[config.mk]
export PLATFORM = sky130hd
export DESIGN_NAME = f_to_d_queue_flat
export DESIGN_NICKNAME = d
export VERILOG_FILES = /design/src/rtl/f_to_d_queue_pkg.sv /design/src/rtl/f_to_d_queue_if.sv /design/src/rtl/f_to_d_queue_mem.sv /design/src/rtl/f_to_d_queue.sv /design/src/flat_wrapper.sv
export SDC_FILE = /design/constraint.sdc
export NUM_CORES = 1
export LEC_CHECK = 0
export ABC_AREA = 1
export ABC_CLOCK_PERIOD_IN_PS = 3420
export CAP_MARGIN = 20
export CORE_ASPECT_RATIO = 1.75
export CORE_MARGIN = 2
export CORE_UTILIZATION = 54
export DETAILED_ROUTE_END_ITERATION = 12
export GPL_ROUTABILITY_DRIVEN = 0
export HOLD_SLACK_MARGIN = 0.05
export PLACE_DENSITY = 0.82
export SLEW_MARGIN = 20
export SYNTH_ARGS = -nofsm -noshare
export SYNTH_HDL_FRONTEND = slang
export SYNTH_SLANG_ARGS = --single-unit
[constraint.sdc]
create_clock -name clk -period 3.42 [get_ports clk]
set_input_delay 0.684 -clock clk [delete_from_list [all_inputs] [get_ports clk]]
set_output_delay 0.684 -clock clk [all_outputs]
set_load 0.005 [all_outputs]
[src/rtl/f_to_d_queue_pkg.sv]
// pipe_pkg: shared fetch-to-decode types and constants.
//   XLEN/PC_BITS/DEPTH : default widths and queue depth
//   NOP_INST           : instruction shown on decode when nothing is valid
//   fd_entry_t         : one queued {pc, inst} pair
package pipe_pkg;
   localparam int XLEN    = 32;
   localparam int PC_BITS = 5;
   localparam int DEPTH   = 4;
   localparam logic [XLEN-1:0] NOP_INST = 32'h00000013;
   typedef struct packed {
      logic [PC_BITS-1:0] pc;
      logic [XLEN-1:0]    inst;
   } fd_entry_t;
endpackage

[src/rtl/f_to_d_queue_if.sv]
// f_to_d_queue_if: fetch/decode handshake bundle for the f_to_d_queue.
//   flush              : discard everything in flight
//   F_valid/F_pc/F_inst/F_ready : fetch-side valid/ready push port
//   stall_D            : decode back-pressure (inverted ready)
//   D_valid/D_pc/D_inst : decode-side head entry
//   count              : current occupancy
//   master : fetch/decode pipeline side; slave : the queue
interface f_to_d_queue_if
   import pipe_pkg::*;
#(
   parameter int XLEN    = pipe_pkg::XLEN,
   parameter int PC_BITS = pipe_pkg::PC_BITS,
   parameter int DEPTH   = pipe_pkg::DEPTH
);
   logic                         flush;
   logic                         F_valid;
   logic [PC_BITS-1:0]           F_pc;
   logic [XLEN-1:0]              F_inst;
   logic                         F_ready;
   logic                         stall_D;
   logic                         D_valid;
   logic [PC_BITS-1:0]           D_pc;
   logic [XLEN-1:0]              D_inst;
   logic [$clog2(DEPTH+1)-1:0]   count;
   modport master (
      output flush, F_valid, F_pc, F_inst, stall_D,
      input  F_ready, D_valid, D_pc, D_inst, count
   );
   modport slave (
      input  flush, F_valid, F_pc, F_inst, stall_D,
      output F_ready, D_valid, D_pc, D_inst, count
   );
endinterface

[src/rtl/f_to_d_queue_mem.sv]
// fd_queue_mem: DEPTH x W register array, one write port, one async read port.
//   clk : write clock
//   we/wa/wd : write enable, address, data
//   ra/rd    : combinational read address, data
// Contents are deliberately not reset; validity is tracked by the controller.
module fd_queue_mem #(
   parameter int DEPTH = 4,
   parameter int W     = 37,
   parameter int AW    = $clog2(DEPTH)
) (
   input  logic          clk,
   input  logic          we,
   input  logic [AW-1:0] wa,
   input  logic [W-1:0]  wd,
   input  logic [AW-1:0] ra,
   output logic [W-1:0]  rd
);
   logic [W-1:0] mem [DEPTH];
   always_ff @(posedge clk)
      if (we) mem[wa] <= wd;
   assign rd = mem[ra];
endmodule

[src/rtl/f_to_d_queue.sv]
// f_to_d_queue: DEPTH-entry FIFO of {pc, inst} between fetch and decode.
//   clk   : rising-edge clock
//   rst_n : asynchronous active-low reset of pointers and count
//   q     : slave side of f_to_d_queue_if (fetch push, decode pop, flush, count)
// F_ready depends only on registered occupancy, so a full queue refuses fetch
// even in a cycle where decode pops. Flush wins over any push/pop that cycle.
module f_to_d_queue
   import pipe_pkg::*;
#(
   parameter int                XLEN     = pipe_pkg::XLEN,
   parameter int                PC_BITS  = pipe_pkg::PC_BITS,
   parameter int                DEPTH    = pipe_pkg::DEPTH,
   parameter logic [XLEN-1:0]   NOP_INST = pipe_pkg::NOP_INST
) (
   input logic          clk,
   input logic          rst_n,
   f_to_d_queue_if.slave q
);
   localparam int PW = $clog2(DEPTH);
   localparam int CW = $clog2(DEPTH+1);
   localparam int W  = PC_BITS + XLEN;
   logic [PW-1:0] rd_ptr, wr_ptr;
   logic [CW-1:0] cnt;
   logic [W-1:0]  head;
   logic          push, pop;
   assign q.F_ready = cnt != CW'(DEPTH);
   assign q.D_valid = cnt != '0;
   assign push      = q.F_valid & q.F_ready;
   assign pop       = q.D_valid & ~q.stall_D;
   assign q.count   = cnt;
   assign q.D_pc    = q.D_valid ? head[W-1:XLEN] : '0;
   assign q.D_inst  = q.D_valid ? head[XLEN-1:0] : NOP_INST;
   fd_queue_mem #(.DEPTH(DEPTH), .W(W)) u_mem (
      .clk (clk),
      .we  (push & ~q.flush),
      .wa  (wr_ptr),
      .wd  ({q.F_pc, q.F_inst}),
      .ra  (rd_ptr),
      .rd  (head)
   );
   always_ff @(posedge clk or negedge rst_n)
      if (!rst_n) begin
         rd_ptr <= '0;
         wr_ptr <= '0;
         cnt    <= '0;
      end else if (q.flush) begin
         rd_ptr <= '0;
         wr_ptr <= '0;
         cnt    <= '0;
      end else begin
         if (push) wr_ptr <= wr_ptr + PW'(1);
         if (pop)  rd_ptr <= rd_ptr + PW'(1);
         if (push & ~pop) cnt <= cnt + CW'(1);
         else if (pop & ~push) cnt <= cnt - CW'(1);
      end
   a_count_max: assert property (@(posedge clk) disable iff (!rst_n) cnt <= CW'(DEPTH));
   a_no_over:   assert property (@(posedge clk) disable iff (!rst_n) !(push && cnt == CW'(DEPTH)));
   a_no_under:  assert property (@(posedge clk) disable iff (!rst_n) !(pop && cnt == '0));
endmodule

[src/flat_wrapper.sv]
// flat-port wrapper written by rule: the top's interface ports become plain ports
module f_to_d_queue_flat import pipe_pkg::*;
#(
   parameter int                XLEN     = pipe_pkg::XLEN,
   parameter int                PC_BITS  = pipe_pkg::PC_BITS,
   parameter int                DEPTH    = pipe_pkg::DEPTH,
   parameter logic [XLEN-1:0]   NOP_INST = pipe_pkg::NOP_INST
)
  (clk, rst_n, q_flush, q_F_valid, q_F_pc, q_F_inst, q_stall_D, q_F_ready, q_D_valid, q_D_pc, q_D_inst, q_count);
  f_to_d_queue_if #(.XLEN(XLEN), .PC_BITS(PC_BITS), .DEPTH(DEPTH)) q_i ();
  input logic clk;
  input logic rst_n;
  input wire logic [$bits(q_i.flush)-1:0] q_flush;
  input wire logic [$bits(q_i.F_valid)-1:0] q_F_valid;
  input wire logic [$bits(q_i.F_pc)-1:0] q_F_pc;
  input wire logic [$bits(q_i.F_inst)-1:0] q_F_inst;
  input wire logic [$bits(q_i.stall_D)-1:0] q_stall_D;
  output wire logic [$bits(q_i.F_ready)-1:0] q_F_ready;
  output wire logic [$bits(q_i.D_valid)-1:0] q_D_valid;
  output wire logic [$bits(q_i.D_pc)-1:0] q_D_pc;
  output wire logic [$bits(q_i.D_inst)-1:0] q_D_inst;
  output wire logic [$bits(q_i.count)-1:0] q_count;
  assign q_i.flush = q_flush;
  assign q_i.F_valid = q_F_valid;
  assign q_i.F_pc = q_F_pc;
  assign q_i.F_inst = q_F_inst;
  assign q_i.stall_D = q_stall_D;
  assign q_F_ready = q_i.F_ready;
  assign q_D_valid = q_i.D_valid;
  assign q_D_pc = q_i.D_pc;
  assign q_D_inst = q_i.D_inst;
  assign q_count = q_i.count;
  f_to_d_queue #(.XLEN(XLEN), .PC_BITS(PC_BITS), .DEPTH(DEPTH), .NOP_INST(NOP_INST)) u_core (.clk(clk), .rst_n(rst_n), .q(q_i));
endmodule
Word level (Yosys, flattened, before mapping)
Memories as Yosys holds them, arrays and structs flattened.
Index checks and enable logic that the tools add are counted.
{ "classes": {"eq_ne": 1, "n_reduce_logical": 4, "add_sub_neg": 4, "mux": 11, "n_bitwise": 9} }
{ "op_table": {"columns": ["op", "count"], "rows": [
  ["32-bit 2-to-1 mux", 1],
  ["3-bit 2-to-1 mux", 3],
  ["2-bit 2-to-1 mux", 4],
  ["3-bit nonzero test", 2],
  ["1-bit bitwise AND", 5],
  ["5-bit 2-to-1 mux", 1],
  ["2-bit by 1-bit adder with 2-bit output, second input constant", 2],
  ["1-bit inverter", 4],
  ["2-bit nonzero test", 2],
  ["3-bit by 1-bit adder with 3-bit output, second input constant", 1],
  ["3-bit != test, second input constant", 1],
  ["3-bit by 1-bit subtractor with 3-bit output, second input constant", 1],
  ["1-bit 2-to-1 mux", 2]
]} }
{ "word_totals": {"ramBits": 148, "reg_bits": 7, "elab_cells": 33, "mem_count": 1, "out_inout_bits": 42} }
{ "mem_list": {"columns": ["memory", "depth", "width", "rd", "rd_clocked_by_memory_dff", "write_ports", "line_no", "source"], "rows": [
  ["u_core.u_mem.mem", 4, 37, 1, 0, 1, "f_to_d_queue_mem.sv:18", "logic [W-1:0] mem [DEPTH];"]
]} }

Longest topological paths before layout
Gate-level depths: netlist of the first run.
{ "logic_depth": {"ltp_word": 7, "mapped_depth": 12} }

Modules after synthesis
Synthesis of the first run repeated with hierarchy kept, for this count alone.
{ "hier_totals": {"hier_cells": 719, "hier_area_um2": 6977.9} }
{ "modules_own_cells": {"columns": ["module", "area_each_um2", "seq_area_each_um2", "instances", "cells_each"], "rows": [
  ["fd_queue_mem", 6239.7, 4444.3, 1, 587],
  ["f_to_d_queue", 738.2, 175.2, 1, 132]
]} }

Worst setup path after synthesis of the first run
Ideal clock, no wire load.
{ "synth_timing": {"path_kind": "input port to flip-flop", "start": "input q_flush", "end": "memory u_core.u_mem.mem[0][0], enable pin", "stages": 4, "setup_time_ns": 0.431, "required_time_ns": 2.989, "path_slack_ns": 0.277, "arrival_ns": 2.712, "cell_sequence": "inv_1 > clkbuf_1 > nand2_1 > nor2_1"} }
{ "synth_via": {"elab_chain_len": 4} }
{ "synth_lines": {"columns": ["item", "line_no", "source"], "rows": [
  ["start: declaration", "flat_wrapper.sv:13", "input wire logic [$bits(q_i.flush)-1:0] q_flush;"],
  ["1-bit inverter", "f_to_d_queue.sv:35", ".we (push & ~q.flush),"],
  ["1-bit bitwise AND", "f_to_d_queue.sv:35", null],
  ["1-bit 2-to-1 mux", "f_to_d_queue_mem.sv:20", "if (we) mem[wa] <= wd;"],
  ["1-bit 2-to-1 mux (not written as such)", "f_to_d_queue_mem.sv:20", null],
  ["end: declaration", "f_to_d_queue_mem.sv:18", null]
]} }
No other way between the ends.

Worst setup path after layout of the first run
{ "layout_timing": {"start": "register u_core.rd_ptr[0]", "end": "output q_D_inst[19]"} }
{ "layout_via": {"elab_chain_len": 2} }
{ "layout_lines": {"columns": ["item", "line_no", "source"], "rows": [
  ["start: declaration", "f_to_d_queue.sv:22", "logic [PW-1:0] rd_ptr, wr_ptr;"],
  ["start signal: assignment", "f_to_d_queue.sv:52", "if (pop) rd_ptr <= rd_ptr + PW'(1);"],
  ["memory read 4 x 37 bit", null, null],
  ["32-bit 2-to-1 mux", "f_to_d_queue.sv:32", "assign q.D_inst = q.D_valid ? head[XLEN-1:0] : NOP_INST;"],
  ["end: declaration", "flat_wrapper.sv:21", "output wire logic [$bits(q_i.D_inst)-1:0] q_D_inst;"]
]} }
No other way between the ends.

==> metrics.md, run 1 <==
| Metric | Value |
|---|---|
| Final Cycle Share | 95.5% |
| Comb pwr share | 26.1% |
| Worst-margin pin slew | 0.711 ns |
| Final ANT Viol Nets | 0 |
| Hold WC Path Type | primary input to asynchronous set/reset pin |
| Yosys warning count | 0 |
| Setup Fix Bufs, Post-CTS | 0 |
| CP Capture Type | output port |
| Syn Inst Count | 502 |
| Max rail drop VDD | 0.000567 V |
| Slew Limit Fails | 0 |
| R2R cell count | 10 |
| FF-to-FF End | u_core.q.count[2] |
| Yosys reg bits | 155 |
| HPWL Detailed | 8480 um |
| Routed WL per cell | 18.8 um |
| Slowest CP cell | dfrtp_2 |
| RSZ-0062 raised after global routing | no |
| Setup TNS | 0 ns |
| Part of the power in registers | 40.9% |
| CP startpoint kind | register |
| Syn Nets | 549 |
| PortBufs | 83 |
| I/O pins | 84 |
| Slew headroom | 52.5% |
| Clk pin slew, worst setup/hold paths | 0.06 ns |
| DRC Markers | 0 |
| Die width | 85.0 um |
| Int Pwr | 3.96 mW |
| Via density | 5.71 |
| Synth cell count leaders | edfxtp_1, nor2_1, a21oi_1, o21ai_0, o21ai_1 |
| Synth cell types | 22 |
| Area contributors post-synth | edfxtp_1, nor2_1, a21oi_1, o21ai_0, dfrtp_1 |
| FILL cells | 700 |
| Fin Hold WS | 0.529 ns |
| Most numerous cell in the Yosys netlist | edfxtp_1 |
| Avg Cell Area, Syn | 12.4 um2 |
| TritonCTS buffer count | 17 |
| H-tree levels | 4 |
| Status | finished clean |
| Setup crit end | q_D_inst[19] |
| Clk buf depth | 2 |
| First-pass GRT wire length | 21700 um |
| Main synth FF type | edfxtp_1 |
| Layout area overhead | 25.5% |
| Largest area contributor in the netlist | edfxtp_1 |
| Final WL | 13800 um |
| First DRT Iteration DRCs | 288 |
| FP Rows | 51 |
| Hold_buf cts | 0 |
| Crit path time final | 3.26 ns |
| Layout cell share with drive strength beyond 1 | 9.12% |
| N_diodes | 0 |
| Arr. time, crit path | 2.58 ns |
| First-pass iteration count of the detailed router | 5 |
| Fin nets | 637 |
| Critical Path, Cell by Cell | inv_2, buf_12, o21ai_0, a21oi_1, clkdlybuf4s50_1 |
| Root Buffer | clkbuf_16 |
| Final Setup Violations | 0 |
| Post-Syn Area | 0.00620 mm2 |
| Vias in the first global route | 4447 |
| Die Area | 0.0124 mm2 |
| Die Ht | 146 um |
| Register area | 0.00462 mm2 |
| Fin Clk Skew | 0.00497 ns |
| Clock power share | 33.0% |
| Total gr overflow | 0 |
| Multi-input gate area | 0.00139 mm2 |
| CP required | 2.74 ns |
| All-Layer GR Usage | 23.1% |
| # clock sinks | 155 |
| Initial antenna violation count | 0 |
| CP max stage delay | 0.59 ns |
| CP Launch Point | u_core.rd_ptr[0] |
| Post-synth EDFFs | 148 |
| R2R setup slack | 1.28 ns |
| LEAKAGE | 2.72 nW |
| Starting Density | 55.6% |
| PD cells | 713 mW/mm2 |
| CTS tree | yes |
| Max Freq | 0.306 GHz |
| Setup CP Type | register to output port |
| Clk Latency, worst-skew pair | 0.42 ns |
| Share of the synthesized area in the top cell type | 71.6% |
| CORE AREA | 0.0112 mm2 |
| Vias post-DR | 4195 |
| Final hold vios | 0 |
| Number of max-cap violations | 0 |
| PostCTS Resize Cnt | 0 |
| Sw frac | 28.6% |
| Reg-to-reg startpoint | u_core.q.count[2] |
| Largest net degree at the start of global routing | 58 |
| Sw power | 1.59 mW |
| FFs w/ async S/R, synth | 4.52% |
| Post-synthesis sequential area ratio | 74.5% |
| Critical Path Fanout Max | 57 |
worst max-delay path, delay by kind of cell (launching register included):
family	cells	cell delay [ns]
DFF	1	0.59
buffers and inverters	3	1.20
AOI/OAI and AO/OA	2	0.38
flip-flops by register name, indices dropped and copies added, names as in the netlist:
| signal | count |
|---|---|
| u_core.wr_ptr | 2 |
| u_core.q.count | 3 |
| u_core.rd_ptr | 2 |
| u_core.u_mem.mem | 148 |
through the flow:
stage	worst slack, ns	util [%]	power, mW	area (um2)	std cells
global placement	0.693	64.4	3.69	7200	703
detailed placement	0.570	64.4	3.75	7200	703
global route	0.00921	69.7	5.80	7780	735
finish	0.155	69.7	5.55	7780	735
floorplan	0.277	-	2.99	6200	502
CTS	0.103	69.7	5.58	7780	735
final cells by class:
class	instances	area share, %
Clock buffer	17	5.46
Clock inverter	15	2.11
Inverter	17	0.820
Multi-Input combinational cell	302	17.8
Sequential cell	155	59.4
Tap cell	132	2.12
Timing Repair Buffer	97	12.3
power groups by stage:
stage / Clock [mW] / Combinational [mW] / Sequential [mW]
after global placement: 0 / 1.39 / 2.30
final: 1.83 / 1.45 / 2.27
after detailed placement: 0 / 1.44 / 2.31
after CTS: 1.85 / 1.46 / 2.27
after global routing: 1.94 / 1.59 / 2.28
after floorplan: 0 / 0.714 / 2.28
layer usage:
| metal | vias up | wire length (um) | global-route usage [%] |
|---|---|---|---|
| li1 | 1939 | - | - |
| met5 | - | 0 | 0 |
| met2 | 173 | 7600 | 40.2 |
| met3 | 39 | 695 | 6.13 |
| met1 | 2044 | 5020 | 25.3 |
| met4 | 0 | 529 | 12.4 |
placed cells by master, fill, tap and decap left out, types with 5 or more instances in the layout:
cell,n
a21oi_1,43
buf_4,12
clkbuf_16,17
clkdlybuf4s50_1,83
dfrtp_1,6
edfxtp_1,148
inv_1,14
nand2_1,27
nand3_1,5
nor2_1,138
o21ai_0,42
o21ai_1,32
worst min-delay path by stage:
stage                 startpoint                end  slack (ns)
4_1_cts                    rst_n  u_core.q.count[1]        0.52
2_1_floorplan              rst_n  u_core.q.count[0]        0.39
3_5_place_dp   u_core.q.count[1]  u_core.q.count[1]        0.61
3_3_place_gp   u_core.q.count[1]  u_core.q.count[1]        0.58
6_report                   rst_n  u_core.q.count[1]        0.53
5_1_grt                    rst_n  u_core.q.count[1]        0.54
cells by family (layout without fill, tap and decap cells):
logic type / count (synthesis) / count (layout) / share of synthesized area (%)
flops: 155 / 155 / 74.5
xor+xnor: 1 / 1 / 0.141
buf+inv: 45 / 146 / 3.71
simple gates: 179 / 179 / 11.1
compound gates: 117 / 117 / 9.44
fa+ha+maj: 5 / 5 / 1.13
No activity file was read; power rests on OpenSTA's default activity.
==> inputs of run 2 (changes only) <==
Settings changed: CAP_MARGIN 20 to default.
==> results of run 2 <==
No change in the layout: final DEF, timing and power equal those of run 1.
